[config.mk]
export PLATFORM = sky130hd
export DESIGN_NAME = seq_sub512
export DESIGN_NICKNAME = d
export VERILOG_FILES = /design/src/rtl/mac512_pkg.sv /design/src/rtl/sub_slice_cla.sv /design/src/rtl/seq_sub512.sv
export SDC_FILE = /design/constraint.sdc
export NUM_CORES = 2
export LEC_CHECK = 0
export ABC_AREA = 1
export CORE_AREA = 2 2 594 596
export DETAILED_ROUTE_END_ITERATION = 7
export DIE_AREA = 0 0 596 598
export GPL_ROUTABILITY_DRIVEN = 0
export PLACE_DENSITY = 0.38
export SLEW_MARGIN = 10
export SYNTH_ARGS = -nofsm -noshare
export SYNTH_HDL_FRONTEND = slang
export SYNTH_SLANG_ARGS = --single-unit
[constraint.sdc]
create_clock -name clk -period 8.7 [get_ports clk]
set_input_delay 1.74 -clock clk [delete_from_list [all_inputs] [get_ports clk]]
set_output_delay 1.74 -clock clk [all_outputs]
set_load 0.03 [all_outputs]
[src/rtl/mac512_pkg.sv]
// Shared definitions for the MAC_512 datapath: default widths, the
// sequencer state encoding and the slice-counter width helper.
package mac512_pkg;

  localparam int WIDTH_DEFAULT = 512;
  localparam int SLICE_DEFAULT = 128;

  typedef enum logic [1:0] {
    IDLE = 2'd0,
    RUN  = 2'd1,
    DONE = 2'd2
  } state_t;

  // Bits needed to count n slices; never less than 1 so a single-slice
  // build still has a legal counter vector.
  function automatic int clog2(input int n);
    int w;
    w = 1;
    for (int i = 1; i < 31; i++) begin
      if ((1 << i) < n) w = i + 1;
    end
    return w;
  endfunction

endpackage

[src/rtl/sub_slice_cla.sv]
// SLICE-wide combinational subtract slice: {cout, d} = a + ~b + cin.
// Two-level carry lookahead: 4-bit groups with full internal lookahead,
// group generate/propagate chained between groups.
module sub_slice_cla #(
  parameter int SLICE = 128
) (
  input  logic [SLICE-1:0] a,
  input  logic [SLICE-1:0] b,
  input  logic             cin,
  output logic [SLICE-1:0] d,
  output logic             cout
);

  localparam int GRP  = 4;
  localparam int NGRP = SLICE / GRP;

  logic [SLICE-1:0] g;
  logic [SLICE-1:0] p;
  logic [NGRP-1:0]  grp_g;
  logic [NGRP-1:0]  grp_p;
  logic [NGRP:0]    grp_c;

  // Subtraction is addition of the inverted subtrahend.
  assign g = a & ~b;
  assign p = a ^ ~b;

  genvar gi;
  generate
    for (gi = 0; gi < NGRP; gi++) begin : g_grp
      logic [GRP-1:0] gg;
      logic [GRP-1:0] pp;
      logic [GRP-1:0] lc;
      logic           ci;

      assign gg = g[gi*GRP +: GRP];
      assign pp = p[gi*GRP +: GRP];
      assign ci = grp_c[gi];

      assign grp_g[gi] = gg[3] | (pp[3] & gg[2]) | (pp[3] & pp[2] & gg[1])
                       | (pp[3] & pp[2] & pp[1] & gg[0]);
      assign grp_p[gi] = &pp;

      // Carries into each bit of the group, all from the group carry-in.
      assign lc[0] = ci;
      assign lc[1] = gg[0] | (pp[0] & ci);
      assign lc[2] = gg[1] | (pp[1] & gg[0]) | (pp[1] & pp[0] & ci);
      assign lc[3] = gg[2] | (pp[2] & gg[1]) | (pp[2] & pp[1] & gg[0])
                   | (pp[2] & pp[1] & pp[0] & ci);

      assign d[gi*GRP +: GRP] = pp ^ lc;
    end
  endgenerate

  // Group carry chain across the slice.
  always_comb begin
    logic c;
    c        = cin;
    grp_c    = '0;
    grp_c[0] = c;
    for (int i = 0; i < NGRP; i++) begin
      c          = grp_g[i] | (grp_p[i] & c);
      grp_c[i+1] = c;
    end
  end

  assign cout = grp_c[NGRP];

endmodule

[src/rtl/seq_sub512.sv]
// Multi-cycle WIDTH-bit subtractor D = A - B, one SLICE-wide lookahead
// slice per cycle with the borrow carried between cycles.
// Optional macro SEQ_SUB_SIGNED_OVF_EN adds the registered ovf output.
module seq_sub512
  import mac512_pkg::*;
#(
  parameter int WIDTH = WIDTH_DEFAULT,
  parameter int SLICE = SLICE_DEFAULT
) (
  input  logic             clk,
  input  logic             rst_n,
  input  logic             en,
  input  logic             in_valid,
  output logic             in_ready,
  input  logic [WIDTH-1:0] A_in,
  input  logic [WIDTH-1:0] B_in,
  output logic             out_valid,
  input  logic             out_ready,
  output logic [WIDTH-1:0] res,
  output logic             borrow
`ifdef SEQ_SUB_SIGNED_OVF_EN
  ,
  output logic             ovf
`endif
);

  localparam int NSLICE = WIDTH / SLICE;
  localparam int CNT_W  = clog2(NSLICE);

  state_t             state_reg;
  state_t             state_next;
  logic [WIDTH-1:0]   a_reg;
  logic [WIDTH-1:0]   b_reg;
  logic [WIDTH-1:0]   res_reg;
  logic               carry_reg;
  logic [CNT_W-1:0]   cnt_reg;
  logic               borrow_reg;

  logic [SLICE-1:0]   slice_a;
  logic [SLICE-1:0]   slice_b;
  logic [SLICE-1:0]   slice_d;
  logic               slice_c;
  logic               accept;
  logic               step;
  logic               last;

  assign slice_a = a_reg[cnt_reg*SLICE +: SLICE];
  assign slice_b = b_reg[cnt_reg*SLICE +: SLICE];

  sub_slice_cla #(.SLICE(SLICE)) u_slice (
    .a    (slice_a),
    .b    (slice_b),
    .cin  (carry_reg),
    .d    (slice_d),
    .cout (slice_c)
  );

  assign accept = en & in_valid & (state_reg == IDLE);
  assign step   = en & (state_reg == RUN);
  assign last   = (cnt_reg == CNT_W'(NSLICE - 1));

  // State register; en=0 freezes the sequencer.
  always_ff @(posedge clk or negedge rst_n) begin
    if (!rst_n) state_reg <= IDLE;
    else if (en) state_reg <= state_next;
  end

  // Next-state and handshake outputs decoded from the current state.
  always_comb begin
    state_next = state_reg;
    in_ready   = 1'b0;
    out_valid  = 1'b0;
    case (state_reg)
      IDLE: begin
        in_ready = 1'b1;
        if (in_valid) state_next = RUN;
      end
      RUN: begin
        if (last) state_next = DONE;
      end
      DONE: begin
        out_valid = 1'b1;
        if (out_ready) state_next = IDLE;
      end
      default: state_next = IDLE;
    endcase
  end

  // Operand capture and one slice of subtraction per enabled RUN cycle.
  always_ff @(posedge clk or negedge rst_n) begin
    if (!rst_n) begin
      a_reg      <= '0;
      b_reg      <= '0;
      res_reg    <= '0;
      carry_reg  <= 1'b1;
      cnt_reg    <= '0;
      borrow_reg <= 1'b0;
    end else if (accept) begin
      a_reg     <= A_in;
      b_reg     <= B_in;
      carry_reg <= 1'b1;
      cnt_reg   <= '0;
    end else if (step) begin
      res_reg[cnt_reg*SLICE +: SLICE] <= slice_d;
      carry_reg <= slice_c;
      cnt_reg   <= cnt_reg + CNT_W'(1);
      if (last) borrow_reg <= ~slice_c;
    end
  end

  assign res    = res_reg;
  assign borrow = borrow_reg;

`ifdef SEQ_SUB_SIGNED_OVF_EN
  logic ovf_reg;

  // Signed overflow: operand signs differ and the result sign leaves A's.
  always_ff @(posedge clk or negedge rst_n) begin
    if (!rst_n) ovf_reg <= 1'b0;
    else if (step && last)
      ovf_reg <= (a_reg[WIDTH-1] != b_reg[WIDTH-1]) &
                 (slice_d[SLICE-1] != a_reg[WIDTH-1]);
  end

  assign ovf = ovf_reg;
`endif

endmodule

Yosys cells after proc, flatten, opt, wreduce, memory -nomap -nowiden:

Cells that the tools add are included.

* flip-flop bits (word level): 1542
* input port bits: 1029
* output and inout port bits: 515
* word-level logic and storage cells: 907

* add/subtract/negate cells: 2
* equality and inequality tests: 6
* shifts and indexed selects: 4
* mux-type cells: 11
* bitwise operators: 840
* reductions and logical operators: 37

Operator list (count)
* $shiftx A512 B10 Y128: 2
* $bwmux W512: 1
* $shift A128 B34 Y512 const A: 1
* $shiftx A128 B34 Y512: 1
* $and A1 B1 Y1: 483
* $or A1 B1 Y1: 320
* $reduce_and A4 Y1: 33
* $and A128 B128 Y128: 1
* $not A128 Y128: 1
* $xor A128 B128 Y128: 1
* $xor A4 B4 Y4: 32
* $neg A9 Y34: 1
* $mux W2: 5
* $ne A2 B2 Y1 const B: 3
* $pmux W2 S3: 1
* $eq A2 B2 Y1 const B: 2
* $mux W1: 4
* $reduce_and A3 Y1: 1
* $add A2 B1 Y2 const B: 1
* $eq A2 B1 Y1 const B: 1
* $logic_not A2 Y1: 1
* $not A1 Y1: 2
* $reduce_and A2 Y1: 1
* $reduce_bool A2 Y1: 1

Longest topological paths before layout:

* word-level depth: 73
* gate-level depth with buffers: 77
* gate-level depth less buffers: 74

Modules after synthesis:

A second synthesis with hierarchy kept.

* cell total of the unflattened synthesis: 9179
* area, all modules: 71751.3 um^2

By module, submodules not included
* seq_sub512: instances 1, cells an instance 8301, area an instance 66128.4 um^2, sequential area each 38588.3 um^2
* sub_slice_cla: instances 1, cells an instance 878, area an instance 5622.9 um^2, sequential area each 0.0 um^2

Worst setup path after synthesis:

No wires, ideal clock.

* kind: register to register
* start: register cnt_reg[0]
* end: register res_reg[253] (netlist: res[253])
* setup time: 0.083 ns
* arrival: 6.705 ns
* data required time: 8.617 ns
* slack: 1.913 ns
* stages on the path, launching flop included: 78
* buffers on the path: 4
* clock period less this slack: 6.787 ns
* path through: dfrtp_1 clkbuf_1 clkbuf_1 clkbuf_1 clkbuf_1 a21oi_1 a32o_1 ha_1 nand2_2 nor2_1 nand2_1 nand3_1 nand2_1 nand2_1 nand2_1 nand2_1 nand2_1 nand2_1 [... 42 more ...] nand2_1 nand2_1 nand2_1 nand2_2 nand2_2 nand2_2 nand2_2 nand2_4 nand2_2 nand2_2 nand2_2 nand2_4 inv_1 fa_1 xor2_1 nor2_1 nand2_1 o21ai_0

* longest elaborated chain between the ends: 73
* elaborated cells between the ends (all ways): 862
* classes of those cells: add/sub: 1; shift: 4; mux: 1; bitwise: 825; reduce/logical: 31

RTL lines
* from (decl): RTL line seq_sub512.sv:36 `logic [CNT_W-1:0] cnt_reg;`
* from (signal assigned): RTL line seq_sub512.sv:106 `cnt_reg <= cnt_reg + CNT_W'(1);`
* $shiftx A512 B10 Y128: RTL line seq_sub512.sv:48 `assign slice_b = b_reg[cnt_reg*SLICE +: SLICE];`
* $not A128 Y128: RTL line sub_slice_cla.sv:24, sub_slice_cla.sv:25
* $xor A128 B128 Y128 or $and A128 B128 Y128 (tied branches): RTL line sub_slice_cla.sv:25, sub_slice_cla.sv:24
* $and A1 B1 Y1, on equally long branches: RTL line sub_slice_cla.sv:39, sub_slice_cla.sv:40
* $or A1 B1 Y1, or another cell as far along: RTL line sub_slice_cla.sv:39 `assign grp_g[gi] = gg[3] | (pp[3] & gg[2]) | (pp[3] & pp[2] & gg[1])`
* $or A1 B1 Y1 or $and A1 B1 Y1 (tied branches): RTL line sub_slice_cla.sv:39, sub_slice_cla.sv:40
* $or A1 B1 Y1: RTL line sub_slice_cla.sv:40 `| (pp[3] & pp[2] & pp[1] & gg[0]);`
* $or A1 B1 Y1: RTL line sub_slice_cla.sv:61 `c = grp_g[i] | (grp_p[i] & c);`
* [... 57 more ...]
* $or A1 B1 Y1: RTL line sub_slice_cla.sv:61
* $and A1 B1 Y1: RTL line sub_slice_cla.sv:61
* $or A1 B1 Y1: RTL line sub_slice_cla.sv:61
* $and A1 B1 Y1, on equally long branches: RTL line sub_slice_cla.sv:45, sub_slice_cla.sv:46, sub_slice_cla.sv:48
* $or A1 B1 Y1, on equally long branches: RTL line sub_slice_cla.sv:45, sub_slice_cla.sv:46, sub_slice_cla.sv:48
* $xor A4 B4 Y4: RTL line sub_slice_cla.sv:50 `assign d[gi*GRP +: GRP] = pp ^ lc;`
* $shiftx A128 B34 Y512: RTL line seq_sub512.sv:104 `res_reg[cnt_reg*SLICE +: SLICE] <= slice_d;`
* $bwmux W512 *: RTL line seq_sub512.sv:104
* to (signal, indexed assignment): RTL line seq_sub512.sv:104
* to (decl): RTL line seq_sub512.sv:34 `logic [WIDTH-1:0] res_reg;`

Every way passes the cells marked *; elsewhere a longest branch is shown, timed or not.
A chain may end at the register's enable or synchronous reset.

Worst setup path after layout:

* start: register cnt_reg[0]
* end: register res_reg[509] (netlist: res[509])

The elaborated chain is that of the path after synthesis.

==> flow_summary.yaml <==
outcome:
  outcome: "finished, final reports clean"
yosys:
  syn_area_sq_um: 69170
  ys_types: 34
  syn_inst: 6264
  synth.top_cell.area_share: 0.5575
  yosys_warnings: 0
  synth_edf_count: 0
  synth-async-reset-ratio: 1.000
  ys_seq_area_frac: 0.5579
  ys.flop_type: "dfrtp_1"
  yosys.area.top_type: "dfrtp_1"
  synthTopCellsByArea: "dfrtp_1 56%, mux2_2 17%, nand2_1 6.2%"
  ys_seq_elements: 1542
  synth_area_per_cell_sq_um: 11.04
  postSynthNetCount: 7459
critical_path:
  max_stage_delay_ns: 0.56
  crit_top_cell: "nand2_1"
  critPathCaptureType: "flop"
  crit_slowest_cell: "dfrtp_4"
  critPathLaunchType: "flop"
  path_delay_family: "simple AND/OR/NAND/NOR gates"
  crit_fanout: 102
  worstPathRequired_ns: 9.51
  worstSetupPathType: "reg -> reg"
  crit_arrival_ns: 8.74
  critPathBufInv: 7
clocking:
  cts_htree_levels: 4
  cts-root-buf: "clkbuf_16"
  clk-insertion-delay-late_ns: 0.92
  cts_buffer_depth: 4
  cts.sinks: 1542
  cts_hold_buf: 0
  cts_made_buffers: 197
  cts_tree: "yes"
  clk_pin_slew_worst_paths_ns: 0.06
global_route:
  antenna_found_initial: 267
  grt_usage: 0.1994
  grt_max_degree: 167
  grt_first_pass_wirelength_um: 495800
  grt_pass1_vias: 56760
  globalRoute.totalOverflow: 0
drt:
  routed_wl_um: 368400
  vias_per_cell: 4.438
  drt_iter0_markers: 3548
  firstDrtPassIters: 5
  vias: 55920
  ant_nets: 0
  wl_per_cell_um: 29.24
  drc: 0
floorplanning:
  die-width_um: 596
  initial_core_util: 0.1972
  ios: 1544
  core_region_area_sq_um: 350800
  dieArea_sq_um: 356400
  core.rowCount: 218
  dieHeight_um: 598
cells_and_area:
  layout.cells.non_filler: 12600
  final_common_cell: "clkdlybuf4s50_1"
  utilization: 0.2781
  area_growth_pct: 41.05
  layout.nets: 8945
  final_cell_mix: "1,542 x clkdlybuf4s50_1, 1,539 x dfrtp_1, 1,127 x nand2_1, 1,024 x mux2_2, 593 x o21ai_0"
  fillerInstances: 36740
  drive_gt1_frac: 0.1987
placed_design:
  portBuffers: 1543
  dpl.cell_count: 12160
  dpl.hpwl_um: 283700
  dpl_worst_slack_ns: -0.01606
timing:
  worstMarginPinSlew_ns: 1.413
  fin_crit_sh: 0.9115
  max_clock_freq_ghz: 0.1261
  fin_tns_setup_ns: 0
  hold_viol_final: 0
  slew_violations: 0
  rsz0062_at_grt: "false"
  setup_viol: 0
  fin_crit_ns: 7.930
  holdWs_ns: 0.4811
  clock_skew_ns: 0.1077
  slew_headroom: 0.05450
  setup_ws_ns: 0.7702
power:
  irDropWorstVdd_v: 0.0004581
  p_leak_nw: 41.13
  power_density_nw_per_um2: 528.8
hold_path:
  hold_path.class: "reg -> reg"
flow_run:
  maxCapViolCount: 0
layout make-up:
class / instances / area (sq um) / share of cell area
antenna: 77 / 192.7 / 0.001975
clock buffer: 294 / 5797 / 0.05941
clock inverter: 57 / 752.0 / 0.007707
inverter: 196 / 765.7 / 0.007848
multi-input combinational: 4104 / 28500 / 0.2921
sequential: 1542 / 38600 / 0.3956
tap: 4620 / 5781 / 0.05925
timing repair buffer: 1708 / 17170 / 0.1760
timing repair inverter: 1 / 8.758 / 0.00008977
what timing repair did:
action	in CTS	in global routing
buffers inserted	0	2
endpoints found under the setup margin	2	82
gates resized for setup	1	32
pin swaps	0	2
cloned	0	4
tightest hold or removal path: stages (launching register included):
cell and delay [ns]:
dfrtp_1 0.34, nand2_1 0.05, o21ai_0 0.06
kinds of logic after synthesis:
logic type | after synthesis | synth area share
simple gates | 1570 | 0.08693
buf+inv | 618 | 0.03359
mux | 1024 | 0.1667
xor+xnor | 90 | 0.01150
fa+ha+maj | 166 | 0.03350
compound gates | 1254 | 0.1099
flops | 1542 | 0.5579
stage by stage:
step                      instance area [sq um]  power, W
final                                     97570   0.05159
after floorplan                           69170   0.02625
after global placement                    90620   0.04274
after global routing                      97480   0.05466
after detailed placement                  90620   0.04297
after CTS                                 97180   0.05174
worst paths after layout:
path / startpoint / endpoint / slack (ns) / cells past startpoint
max: cnt_reg[0] / res[509] / 0.77 / 65
max in group asynchronous: rst_n / a_reg[166] / 5.79 / 3
min in group asynchronous: rst_n / res[482] / 0.77 / 1
min: res[473] / res[473] / 0.48 / 2
min reg2reg: res[473] / res[473] / 0.48 / 2
max reg2reg: cnt_reg[0] / res[509] / 0.77 / 65
per-layer routing:
metal,part of all wire,GRT usage
met5,0.0020,0
met4,0.032,0.06757
met3,0.072,0.05701
met2,0.43,0.2972
met1,0.46,0.2747
cell usage after synthesis (9+ instances only):
cell type and instances:
a22o_1 122, a32oi_1 62, nand2_2 17, xor2_1 87
a32o_1 98, clkbuf_1 396, ha_1 134, o21ai_1 16
o21ai_0 605, a21oi_1 245, nand3_1 12, nand2_1 1144
dfrtp_1 1541, buf_1 23, fa_1 32, inv_1 195
nor2_1 376, mux2_2 1024, nand4_1 9, o22ai_1 99
report_power, final:
group          internal [W]  total [W]  leakage, nW  switching [W]
Sequential           0.0104     0.0124         19.2        0.00203
Clock               0.00498    0.00851         3.20        0.00352
Combinational        0.0103     0.0306         18.7         0.0204
No activity file was read; power rests on OpenSTA's default activity.
